--- config.mk ---
export PLATFORM = sky130hd
export DESIGN_NAME = piezo_tone_gen
export DESIGN_NICKNAME = d
export VERILOG_FILES = /design/src/rtl/tone_pkg.sv /design/src/rtl/tone_divider.sv /design/src/rtl/piezo_tone_gen.sv
export SDC_FILE = /design/constraint.sdc
export NUM_CORES = 1
export LEC_CHECK = 0
export ABC_CLOCK_PERIOD_IN_PS = 4500
export CAP_MARGIN = 5
export CELL_PAD_IN_SITES_DETAIL_PLACEMENT = 0
export CELL_PAD_IN_SITES_GLOBAL_PLACEMENT = 1
export CORE_MARGIN = 1.5
export CORE_UTILIZATION = 50
export CTS_CLUSTER_SIZE = 8
export DETAILED_ROUTE_END_ITERATION = 12
export PLACE_DENSITY_LB_ADDON = 0.12
export SLEW_MARGIN = 20
export SYNTH_ARGS = -nofsm -noshare
export SYNTH_HDL_FRONTEND = slang
export SYNTH_SLANG_ARGS = --single-unit
export TNS_END_PERCENT = 1
--- constraint.sdc ---
create_clock -name clk -period 4.5 [get_ports clk]
set_clock_uncertainty 0.05 [all_clocks]
set_input_delay 0.45 -clock clk [delete_from_list [all_inputs] [get_ports clk]]
set_output_delay 0.45 -clock clk [all_outputs]
set_load 0.05 [all_outputs]
--- src/rtl/tone_pkg.sv ---
// Shared definitions for the piezo tone generator: note codes, FSM state
// encoding, the note frequency table and the half-period divisor function.
package tone_pkg;

  // Note codes as presented on note_code; 0 and 9..15 are rests.
  localparam logic [3:0] NoteRest = 4'd0;
  localparam logic [3:0] NoteC4   = 4'd1;
  localparam logic [3:0] NoteD4   = 4'd2;
  localparam logic [3:0] NoteE4   = 4'd3;
  localparam logic [3:0] NoteF4   = 4'd4;
  localparam logic [3:0] NoteG4   = 4'd5;
  localparam logic [3:0] NoteA4   = 4'd6;
  localparam logic [3:0] NoteB4   = 4'd7;
  localparam logic [3:0] NoteC5   = 4'd8;

  // Half-period counter width; C4 at 50 MHz needs 95556.
  localparam int unsigned DivW = 17;
  typedef logic [DivW-1:0] div_t;

`ifdef PIEZO_TONE_GAP_EN
  typedef enum logic [1:0] {StIdle, StTone, StPend, StGap} state_e;
`else
  typedef enum logic [1:0] {StIdle, StTone, StPend} state_e;
`endif

  function automatic logic is_tone(logic [3:0] code);
    return (code >= NoteC4) && (code <= NoteC5);
  endfunction

  // Note frequencies in milli-Hz. Centi-Hz is too coarse for C4: 261.63 Hz
  // gives 95555 at 50 MHz, while the true pitch (261.626 Hz) gives 95556.
  function automatic int unsigned note_mhz(logic [3:0] code);
    case (code)
      NoteC4:  return 261626;
      NoteD4:  return 293665;
      NoteE4:  return 329628;
      NoteF4:  return 349228;
      NoteG4:  return 391995;
      NoteA4:  return 440000;
      NoteB4:  return 493883;
      NoteC5:  return 523251;
      default: return 0;
    endcase
  endfunction

  // round(clk_hz / (2 * f)); only ever evaluated on constants.
  function automatic div_t half_div(int unsigned clk_hz, logic [3:0] code);
    longint unsigned two_f;
    longint unsigned num;
    two_f = 64'(note_mhz(code)) * 64'd2;
    if (two_f == 64'd0) return '0;
    num = 64'(clk_hz) * 64'd1000 + two_f / 64'd2;
    return div_t'(num / two_f);
  endfunction

endpackage

--- src/rtl/tone_divider.sv ---
// Half-period counter plus toggle flop producing the piezo square wave.
// load_i forces counter=0 and output low; en_i lets the counter run.
module tone_divider
  import tone_pkg::*;
(
  input  logic clk_i,
  input  logic rst_ni,
  input  logic load_i,
  input  logic en_i,
  input  div_t div_i,
  output logic piezo_o,
  output logic fall_o
);

  div_t cnt_q, cnt_d;
  logic out_q, out_d;
  logic wrap;

  assign wrap = (cnt_q == div_i - div_t'(1));

  // Count to divisor-1, then toggle and restart.
  always_comb begin
    cnt_d = cnt_q;
    out_d = out_q;
    if (load_i) begin
      cnt_d = '0;
      out_d = 1'b0;
    end else if (en_i) begin
      if (wrap) begin
        cnt_d = '0;
        out_d = ~out_q;
      end else begin
        cnt_d = cnt_q + div_t'(1);
      end
    end
  end

  // Counter and output flop.
  always_ff @(posedge clk_i or negedge rst_ni) begin
    if (!rst_ni) begin
      cnt_q <= '0;
      out_q <= 1'b0;
    end else begin
      cnt_q <= cnt_d;
      out_q <= out_d;
    end
  end

  // High this cycle means the output falls at the next edge.
  assign fall_o  = en_i & out_q & wrap;
  assign piezo_o = out_q;

endmodule

--- src/rtl/piezo_tone_gen.sv ---
// Piezo tone generator: turns a level-held note code into a square wave.
// Note changes wait for the end of the current high half-period so the
// piezo never sees a shortened pulse.
// Optional feature macro: PIEZO_TONE_GAP_EN inserts a silent gap of
// CLK_HZ/1000*GAP_MS cycles between two different notes.
module piezo_tone_gen
  import tone_pkg::*;
#(
  parameter int unsigned CLK_HZ = 50_000_000,
  parameter int unsigned GAP_MS = 20
) (
  input  logic       clk,
  input  logic       reset,
  input  logic [3:0] note_code,
  output logic       piezo,
  output logic [3:0] active_note,
  output logic       tone_on
);

  localparam div_t DivC4 = half_div(CLK_HZ, NoteC4);
  localparam div_t DivD4 = half_div(CLK_HZ, NoteD4);
  localparam div_t DivE4 = half_div(CLK_HZ, NoteE4);
  localparam div_t DivF4 = half_div(CLK_HZ, NoteF4);
  localparam div_t DivG4 = half_div(CLK_HZ, NoteG4);
  localparam div_t DivA4 = half_div(CLK_HZ, NoteA4);
  localparam div_t DivB4 = half_div(CLK_HZ, NoteB4);
  localparam div_t DivC5 = half_div(CLK_HZ, NoteC5);

`ifdef PIEZO_TONE_GAP_EN
  localparam int unsigned GapCycles = CLK_HZ / 1000 * GAP_MS;
  localparam logic [31:0] GapLast   = (GapCycles == 0) ? 32'd0 : 32'(GapCycles - 1);
  logic [31:0] gap_cnt_q;
`endif

  state_e     state_q;
  logic [3:0] req_q;
  logic [3:0] active_q;
  logic       tone_on_q;

  div_t div;
  logic div_en;
  logic div_load;
  logic div_fall;
  logic switch_now;

  // Divisor of the note currently sounding.
  always_comb begin
    div = DivC4;
    case (active_q)
      NoteD4:  div = DivD4;
      NoteE4:  div = DivE4;
      NoteF4:  div = DivF4;
      NoteG4:  div = DivG4;
      NoteA4:  div = DivA4;
      NoteB4:  div = DivB4;
      NoteC5:  div = DivC5;
      default: div = DivC4;
    endcase
  end

  // Divider runs while a note sounds; it is parked low otherwise and
  // restarted from zero whenever a pending change takes effect.
  always_comb begin
    switch_now = (state_q == StPend) && div_fall && (req_q != active_q);
    div_en     = (state_q == StTone) || (state_q == StPend);
    div_load   = !div_en || switch_now;
  end

  tone_divider u_divider (
    .clk_i   (clk),
    .rst_ni  (reset),
    .load_i  (div_load),
    .en_i    (div_en),
    .div_i   (div),
    .piezo_o (piezo),
    .fall_o  (div_fall)
  );

  // Input stage and note-sequencing FSM with registered status outputs.
  always_ff @(posedge clk or negedge reset) begin
    if (!reset) begin
      state_q   <= StIdle;
      req_q     <= NoteRest;
      active_q  <= NoteRest;
      tone_on_q <= 1'b0;
`ifdef PIEZO_TONE_GAP_EN
      gap_cnt_q <= '0;
`endif
    end else begin
      req_q <= note_code;
      unique case (state_q)
        StIdle: begin
          if (is_tone(req_q)) begin
            state_q   <= StTone;
            active_q  <= req_q;
            tone_on_q <= 1'b1;
          end
        end
        StTone: begin
          if (req_q != active_q) state_q <= StPend;
        end
        StPend: begin
          // A return to the sounding note cancels the change untouched.
          if (req_q == active_q) begin
            state_q <= StTone;
          end else if (div_fall) begin
            if (!is_tone(req_q)) begin
              state_q   <= StIdle;
              active_q  <= NoteRest;
              tone_on_q <= 1'b0;
            end else begin
`ifdef PIEZO_TONE_GAP_EN
              state_q   <= StGap;
              active_q  <= NoteRest;
              tone_on_q <= 1'b0;
              gap_cnt_q <= '0;
`else
              state_q   <= StTone;
              active_q  <= req_q;
`endif
            end
          end
        end
`ifdef PIEZO_TONE_GAP_EN
        StGap: begin
          if (gap_cnt_q == GapLast) begin
            if (is_tone(req_q)) begin
              state_q   <= StTone;
              active_q  <= req_q;
              tone_on_q <= 1'b1;
            end else begin
              state_q <= StIdle;
            end
          end else begin
            gap_cnt_q <= gap_cnt_q + 32'd1;
          end
        end
`endif
        default: state_q <= StIdle;
      endcase
    end
  end

  assign active_note = active_q;
  assign tone_on     = tone_on_q;

endmodule

**Yosys cells after proc, flatten, opt, wreduce, memory -nomap -nowiden**

Cells that the tools add are included.

- Eq/ne operators: 18
- $add $sub $neg: 2
- Mux-type cells: 23
- Magnitude comparators: 2
- Reduce and logical (&&, ||, !) cells: 14
- Bitwise gates (word level): 3

Operator list:

| cell | count |
|---|---|
| $pmux W17 S7 | 1 |
| $mux W17 | 3 |
| $add A17 B1 Y17 const B | 1 |
| $eq A17 B17 Y1 | 1 |
| $sub A17 B1 Y17 const B | 1 |
| $eq A4 B3 Y1 const B | 4 |
| $mux W4 | 4 |
| $eq A4 B2 Y1 const B | 2 |
| $mux W1 | 8 |
| $mux W2 | 4 |
| $ne A2 B2 Y1 const B | 4 |
| $pmux W4 S2 | 1 |
| $pmux W2 S3 | 1 |
| $reduce_bool A2 Y1 | 3 |
| $reduce_and A5 Y1 | 1 |
| $eq A4 B4 Y1 | 1 |
| $eq A4 B4 Y1 const B | 1 |
| $ge A4 B1 Y1 const B | 1 |
| $le A4 B4 Y1 const B | 1 |
| $ne A4 B4 Y1 | 1 |
| $reduce_and A4 Y1 | 1 |
| $logic_and A1 B1 Y1 | 3 |
| $ne A3 B2 Y1 const B | 1 |
| $reduce_and A3 Y1 | 1 |
| other kinds (10) | 12 |

- Logic and storage cells: 68
- Bits of input ports: 6
- Output and inout port bits: 6
- Bits in registers: 29

**Logic depth before layout (Yosys ltp)**

Gate-level depths: netlist of run 1.

- Depth after elaboration: 10
- Gate-level depth with buffers: 14
- Gate-level depth less buffers: 10

**Modules after synthesis**

A second synthesis of run 1 with hierarchy kept.

- Cell total of the unflattened synthesis: 286
- Area, all modules: 2401.1 µm²

Modules (own cells, without submodules):

| module | area each (µm²) | cells each | times used | sequential area each (µm²) |
|---|---|---|---|---|
| tone_divider | 1590.3 | 187 | 1 | 450.4 |
| piezo_tone_gen | 810.8 | 99 | 1 | 275.3 |

**Least setup slack after synthesis of run 1**

Ideal clock, no wire load.

- Path type: register to register
- From: reg active_q[2], in the netlist active_note[2]
- To: reg state_q[1]
- Buffers on the path: 3
- Arrival: 2912 ps
- Path slack: 1418 ps
- Required time: 4330 ps
- Cell stages (with the launch flop): 14
- Period minus slack after synthesis: 3082 ps
- Library setup time: 120 ps
- Cell sequence: dfrtp_1 > buf_2 > nor3b_1 > nor3_1 > ha_1 > clkbuf_1 > nor3b_1 > a21oi_1 > a211oi_1 > nor4_1 > and4_1 > buf_6 > a32o_1 > a31o_2

- Word-level cells in the longest chain between the ends: 7
- Elaborated cells between the ends (all ways): 18
- Classes of those cells: 1 x add/sub; 12 x eq/ne; 3 x mux; 1 x bitwise; 1 x reduce/logical

RTL lines:

| element | RTL line | text |
|---|---|---|
| start, declared | piezo_tone_gen.sv:37 | `logic [3:0] active_q;` |
| start signal, assigned | piezo_tone_gen.sv:84 | `active_q <= NoteRest;` |
| start signal, assigned | piezo_tone_gen.sv:95 | `active_q <= req_q;` |
| start signal, assigned | piezo_tone_gen.sv:109 | `active_q <= NoteRest;` |
| $eq A4 B4 Y1 (tied with other cells) | piezo_tone_gen.sv:49 | `case (active_q)` |
| $pmux W17 S7 | piezo_tone_gen.sv:49 |  |
| $sub A17 B1 Y17 | tone_divider.sv:19 | `assign wrap = (cnt_q == div_i - div_t'(1));` |
| $eq A17 B17 Y1 | tone_divider.sv:19 |  |
| $and A1 B1 Y1 | tone_divider.sv:50 | `assign fall_o = en_i & out_q & wrap;` |
| $ne A3 B2 Y1 (no source line) | - |  |
| $reduce_and A3 Y1 (no source line) | - |  |
| end signal, assigned | piezo_tone_gen.sv:82 | `state_q <= StIdle;` |
| end signal, assigned | piezo_tone_gen.sv:94 | `state_q <= StTone;` |
| end signal, assigned | piezo_tone_gen.sv:100 | `if (req_q != active_q) state_q <= StPend;` |
| end, declared | piezo_tone_gen.sv:35 | `state_e state_q;` |

Parallel ways exist; a longest one is shown, timed or not.
A chain may end at the register's enable or synchronous reset.

**Final worst setup path of run 1**

- From: reg active_q[1], in the netlist active_note[1]
- To: reg state_q[1]

Same word-level chain as after synthesis.

==> results of run 1 <==
cells in the mapped netlist, drive strengths merged (7+ instances only):
library cell | number | area share
a21oi | 14 | 0.030
xor2 | 14 | 0.053
inv | 7 | 0.011
buf | 8 | 0.025
clkbuf | 10 | 0.016
nand2b | 8 | 0.022
nor2b | 10 | 0.027
nor3 | 7 | 0.015
ha | 7 | 0.038
xnor2 | 13 | 0.049
nor2 | 32 | 0.052
nand2 | 21 | 0.034
dfrtp | 29 | 0.31
cells in the final DEF (no fill, tap or decap), types with 5 or more instances in the layout:
| master | count |
|---|---|
| sky130_fd_sc_hd__ha_1 | 7 |
| sky130_fd_sc_hd__a31o_2 | 5 |
| sky130_fd_sc_hd__inv_1 | 6 |
| sky130_fd_sc_hd__buf_4 | 5 |
| sky130_fd_sc_hd__xor2_1 | 14 |
| sky130_fd_sc_hd__a31oi_1 | 5 |
| sky130_fd_sc_hd__clkbuf_8 | 6 |
| sky130_fd_sc_hd__clkdlybuf4s50_1 | 11 |
| sky130_fd_sc_hd__nor2_1 | 32 |
| sky130_fd_sc_hd__xnor2_1 | 13 |
| sky130_fd_sc_hd__nand4_1 | 5 |
| sky130_fd_sc_hd__nor3_1 | 7 |
| sky130_fd_sc_hd__nand2b_1 | 8 |
| sky130_fd_sc_hd__nand2_1 | 21 |
| sky130_fd_sc_hd__a21oi_1 | 14 |
| sky130_fd_sc_hd__o211ai_1 | 5 |
| sky130_fd_sc_hd__dfrtp_1 | 29 |
| sky130_fd_sc_hd__nand3_1 | 5 |
| sky130_fd_sc_hd__nor2b_1 | 10 |
per-layer routing:
metal | GRT usage | part of all wire
met1 | 0.356 | 0.50
met5 | 0 | 0
met4 | 0.0566 | 0.0097
met3 | 0.0385 | 0.052
met2 | 0.340 | 0.44
power groups by stage:
stage               registers [W]  logic, W  clock network, W
detailed placement       0.000402  0.000776                 0
finish                   0.000398  0.000780          0.000282
CTS                      0.000397  0.000778          0.000286
global route             0.000409  0.000874          0.000297
floorplan                0.000402  0.000618                 0
global placement         0.000401  0.000774                 0
final timing paths:
check	startpoint	end	slack, ns	depth (start not counted)
max	active_note[1]$_DFFE_PN0P_	state_q[1]$_DFFE_PN0P_	1.19	11
min	tone_on$_DFFE_PN0P_	tone_on$_DFFE_PN0P_	0.49	2
max reg2reg	active_note[1]$_DFFE_PN0P_	state_q[1]$_DFFE_PN0P_	1.19	11
min reg2reg	tone_on$_DFFE_PN0P_	tone_on$_DFFE_PN0P_	0.49	2
max in group asynchronous	reset	active_note[1]$_DFFE_PN0P_	3.63	2
min in group asynchronous	reset	u_divider.cnt_q[12]$_DFFE_PN0P_	0.50	2
sequential cells by signal (all words and copies together) (netlist names):
register	cells
state_q	2
u_divider.piezo_o	1
active_note	4
tone_on	1
u_divider.cnt_q	17
req_q	4
area by class of cell:
cell class	instances	area, µm²	share of cell area
Multi-Input combinational cell	217	1460	0.574
Sequential cell	29	726	0.286
Timing Repair Buffer	16	148	0.0581
Clock buffer	7	86.3	0.0340
Tap cell	52	65.1	0.0256
Clock inverter	1	30.0	0.0118
Inverter	7	26.3	0.0103
critical path, cell delays in order (launching register included):
cell and delay (ns):
sky130_fd_sc_hd__dfrtp_1 0.50, sky130_fd_sc_hd__buf_4 0.25, sky130_fd_sc_hd__nor4b_4 0.49, sky130_fd_sc_hd__nor3_1 0.11, sky130_fd_sc_hd__ha_1 0.29, sky130_fd_sc_hd__a21oi_1 0.15, sky130_fd_sc_hd__nor3_1 0.05, sky130_fd_sc_hd__o21ai_0 0.19
sky130_fd_sc_hd__a2bb2oi_1 0.16, sky130_fd_sc_hd__and4_1 0.45, sky130_fd_sc_hd__nand4_1 0.22, sky130_fd_sc_hd__a31o_2 0.28
per-stage QoR:
| stage | hold slack, ns | cell area, µm² | worst slack [ns] |
|---|---|---|---|
| final | 0.491 | 2540 | 1.19 |
| after floorplan | 0.104 | 2310 | 1.42 |
| after CTS | 0.496 | 2540 | 1.21 |
| after detailed placement | 0.478 | 2420 | 1.23 |
| after global placement | 0.482 | 2420 | 1.32 |
| after global routing | 0.539 | 2540 | 0.928 |
cells by family after synthesis:
group,share of synthesized area
AOI/OAI and AO/OA,0.197
xor gates and xnor gates,0.102
adders and majority gates,0.0380
buffers and inverters,0.0531
DFF,0.315
muxes,0.0179
and+or+nand+nor,0.277
==> results.sh, run 1 <==
export IMPL_cts_max_level=2
export IMPL_synth_edff_count=0
export IMPL_grt_usage=0.232
export IMPL_port_buffer_count=11
export IMPL_power_per_cell_area_nw_per_um2=575
export IMPL_power_combinational_fraction=0.534
export IMPL_critical_path_required_ns=4.62
export IMPL_clock_power_share=0.193
export IMPL_cp_class="register to register"
export IMPL_clock_tree_buffer_depth=2
export IMPL_finish_cell_count_without_fillers=329
export IMPL_rsz_0062_raised_after_global_routing="false"
export IMPL_clock_slew_at_reported_path_ffs_ns=0.06
export IMPL_syn_mean_instance_area_um2=8.51
export IMPL_global_route_wire_length_before_repair_um=9320
export IMPL_clk_insertion_delay_late_ns=0.28
export IMPL_initial_utilization=0.526
export IMPL_finalSetupViolCount=0
export IMPL_routed_length_per_placed_instance_um=16.3
export IMPL_synthArstFlopShare=1.00
export IMPL_startpoint_class_of_the_critical_path="register"
export IMPL_first_iter_violations=137
export IMPL_antenna_found_initial=0
export IMPL_cts_root_buffer="sky130_fd_sc_hd__clkbuf_8"
export IMPL_layout_filler_cells=412
export IMPL_remaining_max_slew_budget_at_the_tightest_pin=0.520
export IMPL_cts_buffers_inserted=5
export IMPL_synth_top_flop_cell="sky130_fd_sc_hd__dfrtp_1"
export IMPL_cp_data_arrival_time_ns=3.42
export IMPL_cts_hold_fix_buffers=0
export IMPL_postRouteAntennaNets=0
export IMPL_detailedPlacementHpwl_um=3950
export IMPL_worst_slew_pin_slew_ns=0.721
export IMPL_timing_final_crit_share=0.735
export IMPL_total_of_warnings_raised_by_yosys=0
export IMPL_synth_seq_area_share=0.315
export IMPL_timing_max_transition_violations_final=0
export IMPL_route_detailed_vias_per_inst=6.10
export IMPL_max_freq_mhz=302
export IMPL_post_cts_repair_setup_buffers=0
export IMPL_timing_final_hold_violations=0
export IMPL_final_core_util=0.579
export IMPL_tritoncts="yes"
export IMPL_first_global_vias=1852
export IMPL_fin_tns_setup_ns=0
export IMPL_syn_num_nets=284
export IMPL_netlist_cell_type_count=52
export IMPL_drive_above_1_share=0.0830
export IMPL_final_nets=289
export IMPL_detailroute_via_count=2007
export IMPL_detail_route_first_pass_iterations=4
export IMPL_sw_frac_of_total=0.442
export IMPL_critical_path_max_fanout=13
export IMPL_die_y_um=70.9
export IMPL_fp_dieArea_um2=5030
export IMPL_dpl_cell_count=321
export IMPL_min_period_ns=3.31
export IMPL_area_delta_synth_final_pct=10.1
export IMPL_seq_power_share=0.272
export IMPL_std_cell_rows=24
export IMPL_finalPower_w=0.00146
export IMPL_netlist_instances=271
export IMPL_die_width_um=70.9
export IMPL_ir_drop_mv=0.379
export IMPL_p_int_w=0.000815
export IMPL_net_switching_power_w=0.000645
export IMPL_remaining_drc_errors=0
export IMPL_run_status="finished, final reports clean"
export IMPL_max_cap_violations=0
export IMPL_diodes=0
export IMPL_clock_sinks=29
export IMPL_ios=12
export IMPL_fp_coreArea_um2=4380
export IMPL_finalWeightedCongestion=0.860
export IMPL_mappedNetlistArea_um2=2310
export IMPL_grt_start_max_net_pins=30
export IMPL_leakage_power_summed_over_all_cells_nw=0.997
export IMPL_cts_repair_resized=0
export IMPL_routed_wirelength_um=5380
export IMPL_flops_latches_synth=29
export IMPL_setup_worst_path_end_class="register"
export IMPL_global_route_overflow_total=0
export IMPL_hold_class="register to register"
Power figures use the tool's default switching activity.
==> inputs of run 2 (changes only) <==
- ABC_CLOCK_PERIOD_IN_PS: 4500 -> 3000
- CORE_UTILIZATION: 50 -> 42
- clock period: 4.5 -> 3 ns (I/O delays scaled with it)
==> run 2 against run 1 <==
  * Die area grew 18%
  * Setup slack worse by 0.88 ns
  * Global-route usage fell by 3.7 points
  * Maximum frequency increased by 23%
  * Sequential share of layout area fell by 0.48 points
  * Power grew 46%
  * First-iteration DRC count is 56% higher
  * Via count is 0.80% higher
  * Non-clock buffer count increased by 8
  * Sequential power grew 36%
==> results.sh, run 2 (synthesis gave the netlist of run 1 again) <==
export IMPL_final_nets=297
export IMPL_cts_max_level=2
export IMPL_grt_util_met1=0.295
export IMPL_final_common_cell="sky130_fd_sc_hd__nor2_1"
export IMPL_cp_class="register to register"
export IMPL_crit_family="simple AND/OR/NAND/NOR gates"
export IMPL_largest_register="u_divider.cnt_q"
export IMPL_global_route_wire_length_before_repair_um=9010
export IMPL_placement_cell_area_um2=2510
export IMPL_routed_wirelength_um=5500
export IMPL_detail_route_first_pass_iterations=4
export IMPL_cts_hold_fix_buffers=0
export IMPL_reg_to_reg_end="state_q[1]$_DFFE_PN0P_"
export IMPL_timing_final_crit_share=0.897
export IMPL_timing_max_transition_violations_final=0
export IMPL_fp_coreArea_um2=5200
export IMPL_wp_buf_inv=0
export IMPL_fin_tns_setup_ns=0
export IMPL_globalRouteMet2Util=0.269
export IMPL_finalSetupViolCount=0
export IMPL_seq_power_share=0.253
export IMPL_startpoint_class_of_the_critical_path="register"
export IMPL_hold_class="primary input to asynchronous set/reset pin"
export IMPL_clock_tree_buffer_depth=2
export IMPL_worst_r2r_startpoint="active_note[1]$_DFFE_PN0P_"
export IMPL_p_int_w=0.00115
export IMPL_antenna_found_initial=0
export IMPL_critical_path_required_ns=3.12
export IMPL_ir_drop_mv=0.426
export IMPL_cp_data_arrival_time_ns=2.81
export IMPL_fp_dieArea_um2=5950
export IMPL_global_route_usage_met3=0.0369
export IMPL_clock_sinks=29
export IMPL_layout_common_cells="sky130_fd_sc_hd__nor2_1, sky130_fd_sc_hd__dfrtp_1, sky130_fd_sc_hd__nand2_1, sky130_fd_sc_hd__a21oi_1, sky130_fd_sc_hd__xor2_1"
export IMPL_route_detailed_vias_per_inst=5.71
export IMPL_cts_root_buffer="sky130_fd_sc_hd__clkbuf_8"
export IMPL_clk_insertion_delay_late_ns=0.29
export IMPL_hold_slack_ns=0.351
export IMPL_ios=12
export IMPL_r2r_worst_path_cells=10
export IMPL_run_status="finished, final reports clean"
export IMPL_tritoncts="yes"
export IMPL_drive_above_1_share=0.113
export IMPL_leakage_power_summed_over_all_cells_nw=1.02
export IMPL_die_width_um=77.1
export IMPL_area_delta_synth_final_pct=12.1
export IMPL_clock_slew_at_reported_path_ffs_ns=0.07
export IMPL_detailroute_via_count=2023
export IMPL_detailedPlacementHpwl_um=3960
export IMPL_worst_slew_pin_slew_ns=0.509
export IMPL_clock_power_share=0.140
export IMPL_sw_frac_of_total=0.460
export IMPL_postRouteAntennaNets=0
export IMPL_finalWeightedCongestion=0.807
export IMPL_timing_critical_path_slowest_cell_delay_ns=0.44
export IMPL_grt_busiest_layer="met1"
export IMPL_setup_worst_path_end_class="register"
export IMPL_layout_filler_cells=524
export IMPL_net_switching_power_w=0.000983
export IMPL_global_route_overflow_total=0
export IMPL_max_cap_violations=0
export IMPL_rsz_0062_raised_after_global_routing="false"
export IMPL_min_period_ns=2.69
export IMPL_reg2reg_setup_slack_ns=0.31
export IMPL_routed_length_per_placed_instance_um=15.5
export IMPL_remaining_max_slew_budget_at_the_tightest_pin=0.658
export IMPL_first_iter_violations=214
export IMPL_area_of_all_placed_cells_without_fillers_um2=2590
export IMPL_critPathSlowestCell="sky130_fd_sc_hd__dfrtp_1"
export IMPL_die_y_um=77.1
export IMPL_power_per_cell_area_nw_per_um2=826
export IMPL_critical_path_cell_chain="nor2b_1, nor3_1, ha_1, nor3b_1, a21oi_1, a211oi_1, nor4_1, and4_2, nand4_1, a31o_2"
export IMPL_grt_start_max_net_pins=30
export IMPL_initial_utilization=0.443
export IMPL_cts_buffers_inserted=5
export IMPL_std_cell_rows=26
export IMPL_port_buffer_count=11
export IMPL_remaining_drc_errors=0
export IMPL_largest_register_ffs=17
export IMPL_first_global_vias=1749
export IMPL_timing_final_hold_violations=0
export IMPL_grt_usage=0.194
export IMPL_diodes=0
export IMPL_power_combinational_fraction=0.607
export IMPL_critical_path_depth=10
export IMPL_critical_path_max_fanout=10
export IMPL_max_freq_mhz=372
==> run 2: changes by cell type in the layout (fill, tap and decap cells not counted), sizes merged <==
cell	previous run	this run
clkbuf	7	6
bufinv	1	0
clkinv	0	1
buf	5	13
==> run 2: routing by layer <==
layer | vias to the layer above | wire length (µm)
li1 | 1004 | -
met1 | 961 | 2800
met2 | 50 | 2310
met3 | 8 | 316
met4 | 0 | 72
met5 | - | 0
==> run 2: worst max-delay path by stage <==
stage                                     startpoint  slack [ns]                      to
after floorplan           active_note[1]$_DFFE_PN0P_        0.02  state_q[1]$_DFFE_PN0P_
after global placement    active_note[0]$_DFFE_PN0P_        0.20  state_q[0]$_DFFE_PN0P_
after detailed placement  active_note[2]$_DFFE_PN0P_        0.20  state_q[1]$_DFFE_PN0P_
after CTS                 active_note[0]$_DFFE_PN0P_        0.18  state_q[1]$_DFFE_PN0P_
after global routing      active_note[2]$_DFFE_PN0P_        0.06  state_q[1]$_DFFE_PN0P_
final                     active_note[1]$_DFFE_PN0P_        0.31  state_q[1]$_DFFE_PN0P_
==> run 2: final cells by class <==
type / count / area [µm²] / area share
tap: 70 / 87.6 / 0.0338
sequential: 29 / 727 / 0.281
inverter: 7 / 26.3 / 0.0102
multi-input combinational: 217 / 1460 / 0.565
clock buffer: 6 / 72.6 / 0.0280
timing repair buffer: 24 / 208 / 0.0803
clock inverter: 1 / 5.00 / 0.00193
==> run 2: timing repair <==
item | 4_1_cts | 5_1_grt
gates resized for setup | 0 | 2
buffers inserted | 0 | 0
endpoints found under the setup margin | 0 | 25
==> run 2: metrics by stage <==
step	setup WS, ns	util	std cells	power [W]
after detailed placement	0.197	0.482	347	0.00184
final	0.309	0.497	354	0.00214
after global routing	0.0616	0.497	354	0.00230
after floorplan	0.0174	-	271	0.00153
after global placement	0.197	0.482	347	0.00184
after CTS	0.178	0.497	354	0.00215
==> run 2: power by group through the flow <==
| stage | Sequential (W) | Clock (W) | Combinational, W |
|---|---|---|---|
| after detailed placement | 0.000547 | 0 | 0.00129 |
| final | 0.000541 | 0.000299 | 0.00130 |
| after CTS | 0.000540 | 0.000314 | 0.00130 |
| after global routing | 0.000549 | 0.000328 | 0.00142 |
| after floorplan | 0.000605 | 0 | 0.000927 |
| after global placement | 0.000543 | 0 | 0.00130 |
